==> config.mk <==
export PLATFORM = sky130hd
export DESIGN_NAME = sink_d
export DESIGN_NICKNAME = d
export VERILOG_FILES = /design/src/rtl/sink_d.sv
export SDC_FILE = /design/constraint.sdc
export NUM_CORES = 1
export LEC_CHECK = 0
export ABC_AREA = 1
export CAP_MARGIN = 5
export CORE_ASPECT_RATIO = 1.4
export CORE_MARGIN = 3
export CORE_UTILIZATION = 25
export CTS_CLUSTER_DIAMETER = 60
export DETAILED_ROUTE_END_ITERATION = 16
export GPL_TIMING_DRIVEN = 1
export SETUP_SLACK_MARGIN = 0.4
export SYNTH_ARGS = -nofsm -noshare
export SYNTH_HDL_FRONTEND = slang
export SYNTH_SLANG_ARGS = --single-unit
==> constraint.sdc <==
create_clock -name clk -period 37.6 [get_ports clk]
set_clock_uncertainty 0.05 [all_clocks]
set_input_delay 7.52 -clock clk [delete_from_list [all_inputs] [get_ports clk]]
set_output_delay 7.52 -clock clk [all_outputs]
set_load 0.01 [all_outputs]
==> src/rtl/sink_d.sv <==
// D-channel sink: buffers memory responses in a 2-entry FIFO and steers the head
// to the refill (AccessAckData) or write-ack (AccessAck) port; illegal opcodes are dropped.
module sink_d #(
    parameter int OP_BITS     = 3,
    parameter int SIZE_BITS   = 3,
    parameter int SOURCE_BITS = 6,
    parameter int DATA_BITS   = 256
) (
    input  logic                   clk,
    input  logic                   rst_n,

    input  logic                   sinkD_d_valid_i,
    output logic                   sinkD_d_ready_o,
    input  logic [OP_BITS-1:0]     sinkD_d_opcode_i,
    input  logic [SIZE_BITS-1:0]   sinkD_d_size_i,
    input  logic [SOURCE_BITS-1:0] sinkD_d_source_i,
    input  logic [DATA_BITS-1:0]   sinkD_d_data_i,

    output logic                   sinkD_resp_valid_o,
    input  logic                   sinkD_resp_ready_i,
    output logic [SOURCE_BITS-1:0] sinkD_resp_source_o,
    output logic [SIZE_BITS-1:0]   sinkD_resp_size_o,
    output logic [DATA_BITS-1:0]   sinkD_resp_data_o,

    output logic                   sinkD_putack_valid_o,
    input  logic                   sinkD_putack_ready_i,
    output logic [SOURCE_BITS-1:0] sinkD_putack_source_o,

    output logic                   sinkD_err_o,
    output logic [7:0]             sinkD_err_cnt_o
);

    localparam logic [OP_BITS-1:0] OP_ACK      = OP_BITS'(0);
    localparam logic [OP_BITS-1:0] OP_ACK_DATA = OP_BITS'(1);

    logic [OP_BITS-1:0]     op_mem     [2];
    logic [SIZE_BITS-1:0]   size_mem   [2];
    logic [SOURCE_BITS-1:0] source_mem [2];
    logic [DATA_BITS-1:0]   data_mem   [2];

    logic       rd_ptr;
    logic       wr_ptr;
    logic [1:0] count;
    logic       ready_en;
    logic       err;
    logic [7:0] err_cnt;

    logic [OP_BITS-1:0] head_op;
    logic               not_empty;
    logic               head_data;
    logic               head_ack;
    logic               head_illegal;
    logic               push;
    logic               pop;

    // ready_en keeps d_ready low through reset and raises it on the first edge after release
    assign sinkD_d_ready_o = ready_en && (count != 2'd2);

    assign head_op      = op_mem[rd_ptr];
    assign not_empty    = (count != 2'd0);
    assign head_data    = not_empty && (head_op == OP_ACK_DATA);
    assign head_ack     = not_empty && (head_op == OP_ACK);
    assign head_illegal = not_empty && !head_data && !head_ack;

    assign push = sinkD_d_valid_i && sinkD_d_ready_o;
    assign pop  = (head_data && sinkD_resp_ready_i)
               || (head_ack && sinkD_putack_ready_i)
               || head_illegal;

    assign sinkD_resp_valid_o    = head_data;
    assign sinkD_resp_source_o   = source_mem[rd_ptr];
    assign sinkD_resp_size_o     = size_mem[rd_ptr];
    assign sinkD_resp_data_o     = data_mem[rd_ptr];
    assign sinkD_putack_valid_o  = head_ack;
    assign sinkD_putack_source_o = source_mem[rd_ptr];
    assign sinkD_err_o           = err;
    assign sinkD_err_cnt_o       = err_cnt;

    // Payload storage needs no reset: the cleared count marks every slot as empty
    always_ff @(posedge clk) begin
        if (push) begin
            op_mem[wr_ptr]     <= sinkD_d_opcode_i;
            size_mem[wr_ptr]   <= sinkD_d_size_i;
            source_mem[wr_ptr] <= sinkD_d_source_i;
            data_mem[wr_ptr]   <= sinkD_d_data_i;
        end
    end

    always_ff @(posedge clk or negedge rst_n) begin
        if (!rst_n) begin
            rd_ptr   <= 1'b0;
            wr_ptr   <= 1'b0;
            count    <= 2'd0;
            ready_en <= 1'b0;
            err      <= 1'b0;
            err_cnt  <= 8'd0;
        end else begin
            ready_en <= 1'b1;
            if (push) wr_ptr <= ~wr_ptr;
            if (pop)  rd_ptr <= ~rd_ptr;
            case ({push, pop})
                2'b10:   count <= count + 2'd1;
                2'b01:   count <= count - 2'd1;
                default: count <= count;
            endcase
            if (head_illegal) begin
                err <= 1'b1;
                if (err_cnt != 8'hFF) err_cnt <= err_cnt + 8'd1;
            end
        end
    end

endmodule

# Word-level counts from Yosys, hierarchy flattened
# Memories as Yosys holds them, arrays and structs flattened.
# Index checks and enable logic that the tools add are counted.
# totals
regBits,14
mem_bits_rw,536
input_bits,273
out_inout_bits,283
word_cells,39
memories,4
# memory_table
name,words,word_bits,rd,rd_clocked_by_memory_dff,write_ports,line_no,source
data_mem,2,256,1,0,1,39,logic [DATA_BITS-1:0] data_mem [2];
source_mem,2,6,1,0,1,38,logic [SOURCE_BITS-1:0] source_mem [2];
op_mem,2,3,1,0,1,36,logic [OP_BITS-1:0] op_mem [2];
size_mem,2,3,1,0,1,37,logic [SIZE_BITS-1:0] size_mem [2];
# classes
n_addsub,3
eq_ne,5
n_mux,3
bitwise,2
reduce_logical,16
# ops
operator,count
$add 8x1->8 const B,1
$logic_and 1x1->1,8
$ne 8x8->1 const B,1
$pmux 2 s2,1
$reduce_bool 2->1,2
$eq 3x1->1 const B,1
$logic_not 3->1,1
$add 2x1->2 const B,1
$eq 2x1->1 const B,1
$eq 2x2->1 const B,1
$logic_not 1->1,2
$logic_or 1x1->1,2
$mux 1,2
$ne 2x2->1 const B,1
$not 1->1,2
$reduce_and 2->1,1
$sub 2x1->2 const B,1

# Longest topological paths before layout
# Gate-level depths: netlist of run 1.
# An unclocked memory read counts as a cell.
# depth
word_depth,9
depth_mapped,12
mapped_depth_nobuf,11

# Worst setup path after synthesis of run 1
# No wires, ideal clock.
# synth_timing
path_type,in2reg
startpoint,input sinkD_d_valid_i
endpoint,memory data_mem[0][0] (enable)
setup_time_ns,0.902
arrival_time_ns,18.733
t_required_ns,36.648
slack_ns,17.914
cell_stages,2
n_path_buf,0
cell_sequence,nand2_1 -> nor2_1
# synth_via
elab_chain_len,3
# synth_lines
item,line_no,source
from (decl),12,"input logic sinkD_d_valid_i,"
$logic_and 1x1->1,65,assign push = sinkD_d_valid_i && sinkD_d_ready_o;
$mux 1,81,if (push) begin
$mux 1 (implied by the code),85,data_mem[wr_ptr] <= sinkD_d_data_i;
to (decl),39,
# Every way passes these cells.

# Final worst setup path of run 1
# layout_timing
startpoint,register rd_ptr
endpoint,output sinkD_resp_valid_o
# layout_via
elab_chain_len,3
# layout_lines
item,line_no,source
from (decl),41,logic rd_ptr;
from (signal assigned),100,if (pop) rd_ptr <= ~rd_ptr;
$mem_v2 2x3,n/a,
$eq 3x1->1,61,assign head_data = not_empty && (head_op == OP_ACK_DATA);
$logic_and 1x1->1,61,
to (decl),19,"output logic sinkD_resp_valid_o,"
# Every way passes these cells.

==> reports/metrics.csv, run 1 <==
stage;metric;value;unit
timing;slew_violations;0;
layout;syn_to_final_growth;41.9;%
route;drc_errors;0;
layout;layout_commonest_cell;nand2_1;
route;drt-vias-per-instance;4.09;
timing;period_minus_slack;11.83;ns
floorplan;rows;122;
layout;final_cell_mix;nand2_1, clkdlybuf4s50_1, edfxtp_1, clkbuf_16, inv_1;
floorplan;die_h;342;microns
clocking;cts_root_buf;clkbuf_16;
floorplan;initial_core_util;25.4;%
pwr;powerDensity;71.4;mW/mm^2
run_status;outcome;completed;
logic_synthesis;synth.distinct_cells;26;
clocking;clk_pin_slew;0.06;ns
route;wl_per_cell;17.5;microns
setup_path;crit_type;register to output port;
clocking;cts.path.max_buffers;3;
logic_synthesis;netlist.area_leader.share;79.7;%
route;initialDrtViolationCount;655;
pwr;p_leak;10.7;nW
timing;fmax;84.5;MHz
logic_synthesis;yosys_warnings;0;
clocking;post_cts_resized;0;
clocking;clkLatencyLatePin;0.60;ns
worst_hold_path;hold_path_class;register to register;
timing;tightest_slew;1.08;ns
logic_synthesis;synth_edf_count;536;
timing;finalSetupViolCount;0;
grt;grt_max_degree;147;
route;ant_nets;0;
timing;fin_setup_tns;0;ns
grt;grt_overflow;0;
logic_synthesis;async_flop_share;2.55;%
placed_design;io_buffers;555;
clocking;postCtsHoldBufs;0;
timing;rsz0062_at_grt;no;
grt;grt_pass1_wl;80600;microns
logic_synthesis;synthFlopType;edfxtp_1;
route;drt_pre_antenna_iters;5;
floorplan;dieArea;0.0843;sq mm
logic_synthesis;yosysTopAreaCell;edfxtp_1;
pwr;max-vdd-ir-drop;0.0449;mV
layout;fillers;7579;
timing;fin_crit_sh;31.5;%
logic_synthesis;synthesis.nets;1777;
placed_design;postPlaceCellArea;0.0269;sq mm
clocking;post-cts-setup-buffers;0;
run;cap_violations;0;
placed_design;dp_cells;3057;
clocking;cts-buffers-inserted;56;
layout;multiInputGateArea;0.00338;sq mm
timing;maxSlewHeadroom;27.9;%
route;num_vias;12900;
logic_synthesis;synth_area_per_cell;13.4;sq um
grt;grt_pass1_vias;13400;
layout;final_util;36.0;%
logic_synthesis;syn_inst;1502;
placed_design;gp_congestion;0.810;
layout;regArea;0.0164;sq mm
layout;finalNetCount;2336;
setup_path;required;30.03;ns
clocking;htree_levels;2;
setup_path;arrival;4.26;ns
floorplan;fp.dieW;246;microns
layout;stdcell_count;3162;
setup_path;critPathMaxFanout;71;
setup_path;startpoint_type;register;
grt;antenna_found_initial;9;
clocking;cts_tree;yes;
setup_path;end_kind;output port;
grt;track_usage;12.6;%
logic_synthesis;syn-cell-area;0.0202;sq mm
placed_design;dp_hpwl;37100;microns
timing;finalHoldViolCount;0;
layout;layout-drive-gt1-share;4.61;%
floorplan;num_io_pins;556;
clocking;clock_sinks;550;
floorplan;core_area;0.0795;sq mm
logic_synthesis;synth_area_leaders;edfxtp_1, nand2_1, dfrtp_1;
route;wl;55200;microns
layout;design_area;0.0286;sq mm
logic_synthesis;seq_area_frac_synth;81.5;%
logic_synthesis;ys_ff_latch;550;
[cell type report]
type                       instances  share of cell area, %
tap                             1054                   4.60
clock buffer                      72                   5.21
clock inverter                    27                  0.878
antenna                            6                 0.0524
multi-input combinational        869                   11.8
inverter                          17                  0.249
timing repair buffer             567                   19.8
sequential                       550                   57.4
[synth_stat cells, drive strengths merged (3+ instances only)]
cell type  number
edfxtp        536
nand3b          3
dfrtp          14
o21ai           4
buf            42
nand2         831
xor2            5
clkbuf         24
nor2            9
inv            17
nand3           7
nor3            3
[metal layers]
metal	part of all wire [%]	global-route usage, %	vias up
met5	0.024	0	-
met4	3.0	4.69	2
met2	51	22.2	453
met3	8.9	4.32	86
li1	-	-	6187
met1	37	13.9	6201
[report_power, final]
part           total (mW)  internal [mW]  leakage, nW  switching (mW)
registers           0.789          0.763         5.07          0.0263
clock network       0.534          0.307        0.856           0.227
logic               0.723          0.324         4.81           0.399
total                2.05           1.39         10.7           0.652
[kinds of logic after synthesis]
kind of cell / share of synthesized area (%)
other cells: 0.0186
simple gates: 16.1
fa+ha+maj: 0.124
flops: 81.5
buf+inv: 1.88
compound gates: 0.161
xor+xnor: 0.260
[critical path, cell delays in order (launching register included)]
cell,delay (ns)
dfrtp_4,0.63
buf_4,0.52
buf_4,0.72
buf_4,0.58
nand3b_1,0.22
nand2_1,0.13
inv_1,0.06
nor3_1,0.13
clkdlybuf4s50_1,0.57
[worst paths after layout]
kind / start / end / slack, ns / cells after the start
max in group asynchronous: rst_n / rd_ptr / 29.63 / 1
max: rd_ptr / sinkD_resp_valid_o / 25.77 / 8
max reg2reg: rd_ptr / count[1] / 33.60 / 12
min in group asynchronous: rst_n / sinkD_err_cnt_o[3] / 7.31 / 1
min: sinkD_err_o / sinkD_err_o / 0.42 / 2
min reg2reg: sinkD_err_o / sinkD_err_o / 0.42 / 2
[state kept, by name, indices dropped and copies added (netlist names)]
name             flops
data_mem           512
source_mem          12
sinkD_err_cnt_o      8
op_mem               6
size_mem             6
count                2
rd_ptr               1
ready_en             1
sinkD_err_o          1
wr_ptr               1
[stage by stage]
stage | total power, mW | hold WS (ns) | setup WS (ns)
6_report | 2.05 | 0.415 | 25.77
5_1_grt | 2.16 | 0.442 | 25.39
4_1_cts | 2.09 | 0.417 | 25.55
3_5_place_dp | 1.54 | 0.406 | 26.23
3_3_place_gp | 1.54 | 0.400 | 26.25
2_1_floorplan | 1.15 | 0.451 | 17.91
Note: power is estimated with default switching activity, not from simulation.
==> inputs of run 2 (changes only) <==
clock period = 11.1 ns   (was 37.6 ns; I/O delays follow)
==> run 2 against run 1 <==
Effect of this change:
- die area is the same
- wire length fell by 2.7%
- clock power rose to 3.7 times the previous value
- core utilization rose by 0.27 points
- sequential cell count did not move
- worst setup slack lost 21 ns
- via count rose by 0.14%
- final cell count up 0.25%
==> reports/metrics.csv, run 2 (synthesized netlist as in run 1, its figures left out) <==
stage;metric;value;unit;change
route;drt_pre_antenna_iters;4;;-1
placed_design;dp_cells;3055;;-0.065%
pwr;p_leak;10.8;nW;+0.72%
floorplan;core_area;0.0795;sq mm;unchanged
floorplan;fp.dieW;246;microns;unchanged
setup_path;crit_type;register to output port;;
setup_path;rr_worst_depth;12;;unchanged
clocking;clock_sinks;550;;unchanged
layout;design_area;0.0289;sq mm;+0.76%
run;cap_violations;0;;unchanged
timing;tightest_slew;1.18;ns;+0.0971 ns
worst_hold_path;whs_endpoint;sinkD_err_o;;
grt;grt_overflow;0;;unchanged
setup_path;required;8.83;ns;-21.20 ns
clocking;htree_levels;2;;unchanged
layout;stdcell_count;3170;;+0.25%
worst_hold_path;hold_path_depth;2;;unchanged
setup_path;startpoint_type;register;;
placed_design;postPlaceCellArea;0.0269;sq mm;about the same
clocking;post_cts_resized;0;;unchanged
worst_hold_path;holdCritStartpoint;sinkD_err_o;;
clocking;cts.path.max_buffers;3;;unchanged
clocking;cts-buffers-inserted;56;;unchanged
clocking;cts_tree;yes;;
placed_design;gp_congestion;0.775;;-4.3%
layout;largest_reg_flops;512;;unchanged
setup_path;cp-startpoint;rd_ptr;;
setup_path;arrival;3.72;ns;-0.54 ns
layout;finalNetCount;2334;;-0.086%
clocking;clkLatencyLatePin;0.60;ns;about the same
setup_path;r2r_setup_slack;7.67;ns;-25.93 ns
grt;grt_pass1_vias;13300;;-0.60%
timing;period_minus_slack;5.99;ns;
timing;slew_violations;0;;unchanged
layout;syn_to_final_growth;43.0;%;
layout;final_util;36.3;%;+0.27 points
route;drt-vias-per-instance;4.08;;-0.11%
layout;regMostFlops;data_mem;;
run_status;outcome;completed;;
timing;finalSetupViolCount;0;;unchanged
pwr;powerDensity;246;mW/mm^2;+240%
grt;track_usage;12.2;%;-0.33 points
layout;layout_commonest_cell;nand2_1;;
setup_path;critPathMaxFanout;142;;+100%
floorplan;dieArea;0.0843;sq mm;unchanged
grt;grt_pass1_wl;78900;microns;-2.2%
layout;fillers;7595;;+0.21%
timing;fin_crit_sh;54.0;%;
placed_design;dp_hpwl;35900;microns;-3.3%
setup_path;rr_startpoint;rd_ptr;;
worst_hold_path;hold_path_class;register to register;;
clocking;post-cts-setup-buffers;0;;unchanged
floorplan;num_io_pins;556;;unchanged
timing;maxSlewHeadroom;21.4;%;-6.5 points
grt;antenna_found_initial;15;;+6
clocking;clk_pin_slew;0.06;ns;about the same
timing;fin_setup_tns;0;ns;unchanged
route;num_vias;12900;;+0.14%
timing;finalHoldViolCount;0;;unchanged
layout;layout-drive-gt1-share;4.89;%;+0.28 points
floorplan;initial_core_util;25.4;%;unchanged
route;ant_nets;0;;unchanged
route;initialDrtViolationCount;586;;-11%
placed_design;io_buffers;555;;unchanged
pwr;max-vdd-ir-drop;0.162;mV;+260%
timing;fmax;167;MHz;
clocking;postCtsHoldBufs;0;;unchanged
floorplan;rows;122;;unchanged
route;wl_per_cell;17.0;microns;-2.9%
route;drc_errors;0;;unchanged
timing;rsz0062_at_grt;no;;
route;wl;53700;microns;-2.7%
layout;final_cell_mix;nand2_1, clkdlybuf4s50_1, edfxtp_1, clkbuf_16, inv_1;;
clocking;cts_root_buf;clkbuf_16;;
pwr;fin_total_pwr;7.09;mW;+250%
grt;grt_max_degree;146;;-0.68%
setup_path;regToRegEndpoint;count[1];;
floorplan;die_h;342;microns;unchanged
setup_path;end_kind;output port;;
==> run 2: cell count changes in the layout (fill, tap and decap cells not counted), sizes merged <==
cell / before / now
bufinv: 4 / 9
clkbuf: 72 / 67
diode: 6 / 11
clkinv: 17 / 20
clkinvlp: 1 / 4
buf: 12 / 10
inv: 22 / 21
==> run 2: metal layers <==
layer  global-route usage [%]  vias up  routed length (microns)
li1                         -     6188                        -
met3                     4.52       98                     4890
met4                     5.07        8                     1820
met5                        0        -                       57
met2                     21.6      432                    27400
met1                     13.2     6221                    19600
==> run 2: cell type report <==
| cell class | count | area [sq um] | area share (%) |
|---|---|---|---|
| antenna | 11 | 27.5 | 0.0954 |
| clock buffer | 67 | 1490 | 5.15 |
| clock inverter | 37 | 465 | 1.61 |
| inverter | 17 | 71.3 | 0.247 |
| multi-input combinational | 869 | 3380 | 11.7 |
| sequential | 550 | 16400 | 57.0 |
| tap | 1054 | 1320 | 4.57 |
| timing repair buffer | 565 | 5670 | 19.6 |
==> run 2: worst max-delay path by stage <==
stage | end | slack, ns | cells after the start
2_1_floorplan | data_mem[0][0] | -3.29 | 2
4_1_cts | sinkD_putack_valid_o | 5.00 | 7
5_1_grt | sinkD_putack_valid_o | 4.85 | 7
3_3_place_gp | sinkD_putack_valid_o | 5.75 | 7
6_report | sinkD_putack_valid_o | 5.11 | 7
3_5_place_dp | sinkD_putack_valid_o | 5.70 | 7
==> run 2: per-stage QoR <==
step                      setup WS [ns]  hold slack, ns
after detailed placement           5.70           0.404
final                              5.11           0.415
after global placement             5.75           0.408
after CTS                          5.00           0.421
after floorplan                   -3.29           0.451
after global routing               4.85           0.453
==> run 2: where the power goes <==
| part | total [mW] | internal (mW) | switching [mW] |
|---|---|---|---|
| Combinational | 2.45 | 1.10 | 1.34 |
| Clock | 1.96 | 1.17 | 0.790 |
| Sequential | 2.68 | 2.58 | 0.0981 |
| Total | 7.09 | 4.86 | 2.23 |
==> run 2: worst max-delay path: stages (launching register included) <==
cell,delay [ns]
dfrtp_4,0.70
inv_8,0.66
buf_12,0.43
nand2_1,0.13
nand2_1,0.14
nand2_1,0.06
nor2_1,0.15
clkdlybuf4s50_1,0.57
